--- src/rtl/alu_pkg.sv ---
// rtl/alu_pkg.sv - opcodes, flag bit positions and pin constants for the 4-bit ALU
package alu_pkg;

    localparam logic [2:0] OP_ADD = 3'b000;
    localparam logic [2:0] OP_SUB = 3'b001;
    localparam logic [2:0] OP_AND = 3'b010;
    localparam logic [2:0] OP_OR  = 3'b011;
    localparam logic [2:0] OP_XOR = 3'b100;
    localparam logic [2:0] OP_NOT = 3'b101;
    localparam logic [2:0] OP_MUL = 3'b110;
    localparam logic [2:0] OP_DIV = 3'b111;

    // Bit positions of the status flags on uio_out
    localparam int FLAG_ZERO  = 3;
    localparam int FLAG_CARRY = 4;
    localparam int FLAG_DBZ   = 5;
    localparam int FLAG_NEG   = 6;
    localparam int FLAG_VALID = 7;

    localparam logic [7:0] UIO_OE = 8'b1111_1000;

endpackage

--- src/rtl/alu_div4.sv ---
// rtl/alu_div4.sv - combinational 4-bit unsigned restoring divider
module alu_div4 (
    input  logic [3:0] dividend,
    input  logic [3:0] divisor,
    output logic [3:0] quotient,
    output logic [3:0] remainder,
    output logic       div_by_zero
);

    logic [4:0] part;
    logic [3:0] quo;

    always_comb begin
        part = '0;
        quo  = '0;
        for (int i = 3; i >= 0; i--) begin
            part = {part[3:0], dividend[i]};
            if (part >= {1'b0, divisor}) begin
                part   = part - {1'b0, divisor};
                quo[i] = 1'b1;
            end
        end
    end

    // A zero divisor yields all-ones in both fields so the packed result reads 8'hFF
    assign div_by_zero = (divisor == 4'd0);
    assign quotient    = div_by_zero ? 4'hF : quo;
    assign remainder   = div_by_zero ? 4'hF : part[3:0];

endmodule

--- src/rtl/alu_top.sv ---
// rtl/alu_top.sv - registered 4-bit ALU with status flags on the bidirectional pins
module alu_top
    import alu_pkg::*;
(
    input  logic       clk,
    input  logic       rst_n,
    input  logic [7:0] ui_in,
    input  logic [7:0] uio_in,
    output logic [7:0] uo_out,
    output logic [7:0] uio_out,
    output logic [7:0] uio_oe
);

    logic [3:0] a;
    logic [3:0] b;
    logic [7:0] a8;
    logic [7:0] b8;
    logic [2:0] op;
    logic [3:0] div_q;
    logic [3:0] div_r;
    logic       div_z;

    logic [7:0] res;
    logic       carry;
    logic       dbz;

    logic       zero_q;
    logic       carry_q;
    logic       dbz_q;
    logic       valid_q;

    wire unused_uio = &{1'b0, uio_in[7:3]};

    assign a  = ui_in[7:4];
    assign b  = ui_in[3:0];
    assign a8 = {4'b0, a};
    assign b8 = {4'b0, b};
    assign op = uio_in[2:0];

    alu_div4 u_div (
        .dividend    (a),
        .divisor     (b),
        .quotient    (div_q),
        .remainder   (div_r),
        .div_by_zero (div_z)
    );

    always_comb begin
        res   = '0;
        carry = 1'b0;
        dbz   = 1'b0;
        case (op)
            OP_ADD: begin
                res   = a8 + b8;
                carry = res[4];
            end
            OP_SUB: begin
                res   = a8 - b8;
                carry = (a < b);
            end
            OP_AND: res = a8 & b8;
            OP_OR:  res = a8 | b8;
            OP_XOR: res = a8 ^ b8;
            OP_NOT: res = ~ui_in;
            OP_MUL: res = a8 * b8;
            OP_DIV: begin
                res = {div_r, div_q};
                dbz = div_z;
            end
            default: res = '0;
        endcase
    end

    always_ff @(posedge clk or negedge rst_n) begin
        if (!rst_n) begin
            uo_out  <= '0;
            zero_q  <= 1'b0;
            carry_q <= 1'b0;
            dbz_q   <= 1'b0;
            valid_q <= 1'b0;
        end else begin
            uo_out  <= res;
            zero_q  <= (res == 8'd0);
            carry_q <= carry;
            dbz_q   <= dbz;
            valid_q <= 1'b1;
        end
    end

    // Negative mirrors the registered result MSB, so it clears with it in reset
    always_comb begin
        uio_out             = '0;
        uio_out[FLAG_ZERO]  = zero_q;
        uio_out[FLAG_CARRY] = carry_q;
        uio_out[FLAG_DBZ]   = dbz_q;
        uio_out[FLAG_NEG]   = uo_out[7];
        uio_out[FLAG_VALID] = valid_q;
    end

    assign uio_oe = UIO_OE;

endmodule

--- config.mk ---
export PLATFORM = sky130hd
export DESIGN_NAME = alu_top
export DESIGN_NICKNAME = d
export VERILOG_FILES = /design/src/rtl/alu_pkg.sv /design/src/rtl/alu_div4.sv /design/src/rtl/alu_top.sv
export SDC_FILE = /design/constraint.sdc
export NUM_CORES = 1
export LEC_CHECK = 0
export ABC_AREA = 1
export CAP_MARGIN = 20
export CORE_ASPECT_RATIO = 0.7
export CORE_MARGIN = 4
export CORE_UTILIZATION = 57
export CTS_CLUSTER_SIZE = 28
export DETAILED_ROUTE_END_ITERATION = 12
export GPL_TIMING_DRIVEN = 0
export PLACE_DENSITY = 0.84
export SYNTH_ARGS = -nofsm -noshare
export SYNTH_HDL_FRONTEND = slang
export SYNTH_SLANG_ARGS = --single-unit
--- constraint.sdc ---
create_clock -name clk -period 1.85 [get_ports clk]
set_input_delay 0.555 -clock clk [delete_from_list [all_inputs] [get_ports clk]]
set_output_delay 0.555 -clock clk [all_outputs]
set_load 0.05 [all_outputs]
==> results of run 1 <==
[worst max-delay path, delay by kind of cell]
family	cells	cell delay [ns]
and+or+nand+nor	21	2.26
adders and majority gates	4	0.98
buffers and inverters	7	0.57
AOI/OAI and AO/OA	6	0.88
[metrics by stage]
step | instance area (sq um) | hold WS [ns] | setup TNS [ns] | setup WS [ns] | instances
after global routing | 3520 | 0.711 | -23.84 | -3.45 | 474
after detailed placement | 2890 | 0.905 | -36.49 | -4.77 | 431
after CTS | 3350 | 0.668 | -18.35 | -2.76 | 465
after global placement | 2890 | 0.912 | -34.93 | -4.57 | 431
after floorplan | 2580 | 0.259 | -19.57 | -2.94 | 354
final | 3520 | 0.655 | -22.54 | -3.28 | 474
[metal layers]
layer / part of all wire (%) / wire, um / up-vias
li1: - / - / 1227
met1: 36 / 3330 / 1237
met2: 43 / 4010 / 263
met3: 12 / 1120 / 89
met4: 8.5 / 787 / 0
met5: 0 / 0 / -
[state kept, by name (all words and copies together) (netlist names)]
name and flops:
dbz_q 1, carry_q 1, valid_q 1, zero_q 1
uo_out 8
[cell families (layout without fill, tap and decap cells)]
logic type	Yosys count	in the layout	share of synthesized area, %
xor gates and xnor gates	7	7	2.54
AOI/OAI and AO/OA	41	41	10.5
adders and majority gates	49	49	28.2
DFF	12	12	12.4
buffers and inverters	89	157	16.3
and+or+nand+nor	144	144	29.7
other	2	12	0.311
[power by group through the flow]
| stage | clock network, mW | registers, mW | logic [mW] |
|---|---|---|---|
| 2_1_floorplan | 0 | 0.437 | 1.05 |
| 3_3_place_gp | 0 | 0.315 | 1.46 |
| 3_5_place_dp | 0 | 0.317 | 1.51 |
| 4_1_cts | 0.216 | 0.311 | 1.76 |
| 5_1_grt | 0.235 | 0.315 | 2.26 |
| 6_report | 0.212 | 0.310 | 2.14 |
[synth_stat cells (2+ instances only)]
cell and instances:
inv_1 68, fa_1 9, nor3_1 10, o221ai_1 2
buf_4 16, a21oi_2 2, conb_1 2, nand3_4 2
nand2_2 3, nand4_1 3, nand3_2 2, a21oi_1 13
dfrtp_1 12, nor2_2 3, nand2_4 5, nor2_4 2
o22ai_1 3, xnor2_1 3, inv_2 5, xor2_1 4
nor2_1 22, nand2_1 70, ha_1 40, nand3_1 15
a2111oi_0 2, o21ai_0 12, or2_2 4
[timing repair]
| item | CTS | global route |
|---|---|---|
| buffers inserted | 31 | 9 |
| endpoints found under the setup margin | 24 | 10 |
| gates cloned | 0 | 0 |
| pin swaps | 36 | 15 |
| hold buffers | 0 | 0 |
| resized for setup | 112 | 25 |
[final cells by class]
class	instances	area share (%)
Buffer	16	3.41
Clock buffer	3	1.17
Inverter	73	8.70
Multi-Input combinational cell	253	59.9
Sequential cell	12	8.53
Tap cell	52	1.85
Timing Repair Buffer	65	16.5
[worst max-delay path by stage]
stage	start	endpoint	slack [ns]	depth (start not counted)
6_report	ui_in[7]	zero_q	-3.28	38
5_1_grt	ui_in[7]	zero_q	-3.45	41
4_1_cts	ui_in[7]	zero_q	-2.76	41
3_5_place_dp	ui_in[1]	zero_q	-4.77	39
3_3_place_gp	ui_in[1]	zero_q	-4.57	39
2_1_floorplan	ui_in[7]	zero_q	-2.94	39
==> impl_metrics.csv, run 1 <==
group,metric,value,unit
run_status,outcome,"finished, violations left",
run_status,violations,"negative setup slack",
route,drtIter0Drc,367,
floorplanning,die_h,62.4,um
timing,slew_headroom,48.9,%
pwr,swShare,51.6,%
global_route,grt.total_usage,28.5,%
synthesis,synth_top_area_share,20.7,%
setup_path,required,2.01,ns
floorplanning,rows,19,
pwr,cellPowerDensity,756,nW/um^2
place,dp.final_hpwl,4960,um
clocking,tritoncts.num_buffers,3,
floorplanning,die_area,5350,sq um
timing,period_minus_slack,5.13,ns
route,wl_per_cell,19.5,um
global_route,met2_usage,46.6,%
place,gp_congestion,0.947,
synthesis,ys_seq_area_share,12.4,%
route,drt_first_pass_iters,8,
synthesis,yosys-top-cells-area,"ha_1 21%, dfrtp_1 12%, nand2_1 11%",
synthesis,synth_edf_count,0,
timing,drv_slew,0,
synthesis,synth.distinct_cells,37,
finish,fin_util,88.2,%
setup_path,crit_path_top_delay_cell,"nor3_4",
setup_path,crit_type,"in -> reg",
global_route,use_met3,5.40,%
floorplanning,die_x,85.8,um
timing,tightest_slew,0.760,ns
pwr,share_comb_of_total_power,80.4,%
clocking,root_buffer,"clkbuf_8",
pwr,p_leak,1.89,nW
place,portBuffers,25,
timing,final_hold_viol_count,0,
global_route,grt_pass1_wl,12400,um
setup_path,worst_path_most_repeated_cell,"nor2_4",
synthesis,synthFlopType,"dfrtp_1",
global_route,grtUsageMet1,36.6,%
global_route,antenna_found_initial,0,
timing,max_freq,0.195,GHz
global_route,grt_max_degree,13,
floorplanning,core-area,3990,sq um
finish,synthToLayoutAreaGrowth,46.0,%
floorplanning,start_util,60.4,%
pwr,power,2.66,mW
min_path,hold_class,"in -> async",
route,dr_total_vias,2816,
finish,n_fill_cell,204,
timing,rsz0062_at_grt,"true",
global_route,grt-busiest-layer,"met2",
pwr,p_int,1.29,mW
finish,antenna_cells,0,
pwr,seqPwrFrac,11.7,%
route,antenna_left,0,
route,wirelength,9250,um
clocking,h-tree-depth,1,
clocking,cts_tree,"done",
route,vias_per_cell,5.94,
finish,layout_common_cells,"57 x inv_1, 57 x nand2_1, 50 x buf_4",
synthesis,async_flop_share,100,%
finish,multi_input_area,2110,sq um
setup_path,cp-start-kind,"input pin",
timing,worst_slack,-3.28,ns
synthesis,synth_warnings,0,
clocking,clock-sinks,12,
finish,drive_gt1_share,37.4,%
global_route,grt_pass1_vias,2650,
pwr,clockPowerShare,8.0,%
synthesis,yosys.area.top_type,"ha_1",
setup_path,slowest_delay,0.29,ns
finish,fin_nets,491,
timing,fin_crit_sh,277,%
clocking,path_clk_slew,0.04,ns
clocking,clockBufferDepth,2,
pwr,peakVddDrop,0.795,mV
finish,layout.area.seq,300,sq um
setup_path,cp-end-kind,"flop",
job,cap_violations,0,
synthesis,ys_ff_latch,12,
synthesis,synthCells,344,
setup_path,worstPathArrival,5.28,ns
global_route,grt_overflow,0,
pwr,p_sw,1.37,mW
timing,finalSetupViolCount,10,
route,drc,0,
floorplanning,io_pins,42,
setup_path,crit_fanout,4,
synthesis,synth.avg_cell_area,7.01,sq um
synthesis,syn_area,2410,sq um
Note: power is estimated with default switching activity, not from simulation.
==> inputs of run 2 (changes only) <==
- CORE_UTILIZATION: 57 -> 59
- PLACE_DENSITY: 0.84 -> 0.87
==> run 2 against run 1 <==
The run now fails in global routing (5_1_grt). Area after synthesis is the same. Synthesized cell count unchanged.
==> impl_metrics.csv, run 2 <==
group,metric,value,unit
run_status,stop_stage,"global routing (5_1_grt)",
synthesis,synth.distinct_cells,37,
synthesis,async_flop_share,100,%
clocking,h-tree-depth,1,
synthesis,synth_edf_count,0,
floorplanning,io_pins,42,
synthesis,syn_area,2410,sq um
global_route,grt_max_degree,13,
synthesis,ys_top_cells_by_count,"70 x nand2_1, 68 x inv_1, 40 x ha_1, 22 x nor2_1, 16 x buf_4",
floorplanning,rows,19,
global_route,antenna_found_initial,0,
synthesis,synth_top_area_share,20.7,%
synthesis,synthCells,344,
synthesis,synth.avg_cell_area,7.01,sq um
clocking,tritoncts.num_buffers,3,
place,dp.final_hpwl,5040,um
place,dp_slack,-4.63,ns
place,place_inst,431,
run_status,outcome,"stopped before the end",
floorplanning,die_h,61.5,um
synthesis,synth_warnings,0,
synthesis,yosys.area.top_type,"ha_1",
clocking,root_buffer,"clkbuf_8",
synthesis,yosysMostFrequentCell,"nand2_1",
floorplanning,start_util,61.5,%
place,gp_congestion,0.942,
timing,endpoint_type,"sequential cell input",
clocking,clock-sinks,12,
synthesis,ys_ff_latch,12,
clocking,clockBufferDepth,2,
timing,crit_endpoint,"zero_q$_DFF_PN0_/D",
place,portBuffers,25,
synthesis,synthFlopType,"dfrtp_1",
synthesis,ys_seq_area_share,12.4,%
synthesis,yosys-top-cells-area,"ha_1 21%, dfrtp_1 12%, nand2_1 11%",
run_status,error_line,"[ERROR DPL-0033] detailed placement checks failed during check placement.",
floorplanning,die_x,84.4,um
run 2: cell counts after synthesis:
Identical to the previous run, type by type.
run 2: cells by family after synthesis:
group           count (synthesis)  synth area share (%)
simple gates                  144                  29.7
buf+inv                        89                  16.3
fa+ha+maj                      49                  28.2
compound gates                 41                  10.5
flops                          12                  12.4
xor+xnor                        7                  2.54
other cells                     2                 0.311
run 2: what timing repair did:
| item | 4_1_cts |
|---|---|
| setup buffers | 45 |
| hold buffers | 0 |
| gates resized for setup | 115 |
| cloned | 0 |
| pin swaps | 36 |
| endpoints found under the setup margin | 24 |
run 2: per-stage QoR:
stage               hold slack [ns]  cell area (sq um)
global placement              0.913               2890
floorplan                     0.259               2580
CTS                           0.654               3510
detailed placement            0.910               2890
==> inputs of run 3 (changes only) <==
- CORE_ASPECT_RATIO: 0.7 -> not set
- CORE_UTILIZATION: 59 -> 40
- CTS_CLUSTER_SIZE: 28 -> not set
- PLACE_DENSITY: 0.87 -> not set
- PLACE_DENSITY_LB_ADDON: not set -> 0.15
==> run 3 against run 2 <==
The flow now finishes, with violations (negative setup slack).
==> impl_metrics.csv, run 3 (synthesized netlist as in run 1, its figures left out) <==
group,metric,value,unit
setup_path,required,2.02,ns
finish,layout_commonest_cell,"inv_1",
timing,worst_slack,-2.74,ns
floorplanning,die_h,85.7,um
route,drc,0,
finish,largest_reg_flops,8,
floorplanning,io_pins,42,
floorplanning,start_util,41.0,%
pwr,p_leak,1.95,nW
finish,fin_util,62.2,%
setup_path,crit_fanout,4,
finish,regMostFlops,"uo_out",
pwr,share_comb_of_total_power,78.1,%
finish,synthToLayoutAreaGrowth,51.8,%
floorplanning,core-area,5890,sq um
place,place_area,2920,sq um
finish,design_area,3660,sq um
place,dp_slack,-4.71,ns
place,gp_congestion,0.942,
clocking,path_clk_slew,0.05,ns
pwr,swShare,47.0,%
setup_path,crit_type,"in -> reg",
global_route,grt_overflow,0,
global_route,antenna_found_initial,0,
global_route,grt_pass1_wl,10700,um
clocking,cts_tree,"done",
run_status,violations,"negative setup slack",
timing,fin_setup_tns,-18.84,ns
setup_path,slowest_delay,0.31,ns
route,antenna_left,0,
pwr,p_sw,1.25,mW
floorplanning,rows,28,
timing,period_minus_slack,4.59,ns
timing,tightest_slew,0.607,ns
finish,antenna_cells,0,
run_status,outcome,"finished, violations left",
route,drtIter0Drc,139,
finish,drive_gt1_share,38.0,%
setup_path,path_buf_inv,9,
clocking,postCtsHoldBufs,0,
route,wl_per_cell,12.8,um
clocking,clockBufferDepth,2,
floorplanning,die_area,7340,sq um
global_route,grt.total_usage,18.0,%
job,cap_violations,0,
pwr,seqPwrFrac,11.6,%
setup_path,crit_path_top_delay_cell,"nor4_4",
place,portBuffers,25,
setup_path,cp-start-kind,"input pin",
timing,max_freq,0.218,GHz
clocking,clock-sinks,12,
timing,final_hold_viol_count,0,
timing,finalSetupViolCount,9,
route,vias_per_cell,4.79,
timing,fin_crit_sh,248,%
clocking,h-tree-depth,1,
pwr,peakVddDrop,0.510,mV
pwr,p_int,1.41,mW
finish,layout_common_cells,"58 x inv_1, 55 x nand2_1, 50 x buf_4",
timing,hold_ws,0.653,ns
global_route,grt_max_degree,13,
timing,slew_headroom,59.2,%
floorplanning,die_x,85.7,um
timing,drv_slew,0,
setup_path,cp-end-kind,"flop",
place,dp.final_hpwl,4810,um
pwr,cellPowerDensity,726,nW/um^2
route,wirelength,6370,um
route,dr_total_vias,2391,
setup_path,crit_path_start,"ui_in[7]",
clocking,tritoncts.num_buffers,3,
finish,fin_nets,492,
min_path,hold_class,"in -> async",
global_route,grt_pass1_vias,2340,
clocking,root_buffer,"clkbuf_8",
pwr,clockPowerShare,10.3,%
setup_path,cp_top_family,"simple AND/OR/NAND/NOR gates",
setup_path,worstPathArrival,4.76,ns
route,drt_first_pass_iters,4,
timing,rsz0062_at_grt,"true",
[run 3: routing by layer]
layer / part of all wire, % / vias to the layer above / GRT usage, %
li1: - / 1227 / -
met1: 44 / 1088 / 23.3
met2: 50 / 65 / 30.9
met3: 4.1 / 11 / 0.865
met4: 2.5 / 0 / 8.06
met5: 0 / - / 0
[run 3: power by group through the flow]
stage,sequential [mW],combinational (mW),clock (mW)
6_report,0.308,2.08,0.273
5_1_grt,0.315,2.27,0.295
4_1_cts,0.309,1.91,0.283
3_5_place_dp,0.315,1.50,0
3_3_place_gp,0.315,1.49,0
2_1_floorplan,0.437,1.05,0
[run 3: worst paths after layout]
path	end	slack (ns)	cells past startpoint
worst max-delay path	zero_q	-2.74	39
worst min-delay path	uo_out[4]	0.65	1
max in group asynchronous	uo_out[1]	0.87	1
min in group clk	uo_out[6]	0.79	4
[run 3: area by class of cell]
type | count | area [sq um]
plain buffers | 16 | 120
inverters | 73 | 305
flip-flops and latches | 12 | 300
repair buffers | 66 | 647
multi-input cells | 253 | 2140
well taps | 75 | 93.8
fillers | 523 | 2220
clock buffers | 4 | 55.1
[run 3: per-stage QoR]
step / power, mW / cells
floorplan: 1.48 / 354
global placement: 1.80 / 454
detailed placement: 1.82 / 454
CTS: 2.50 / 492
global route: 2.88 / 499
finish: 2.66 / 499
[run 3: timing repair]
action | CTS | global route
resized for setup | 117 | 35
endpoints found under the setup margin | 24 | 10
buffers inserted | 34 | 7
pin swaps | 41 | 10
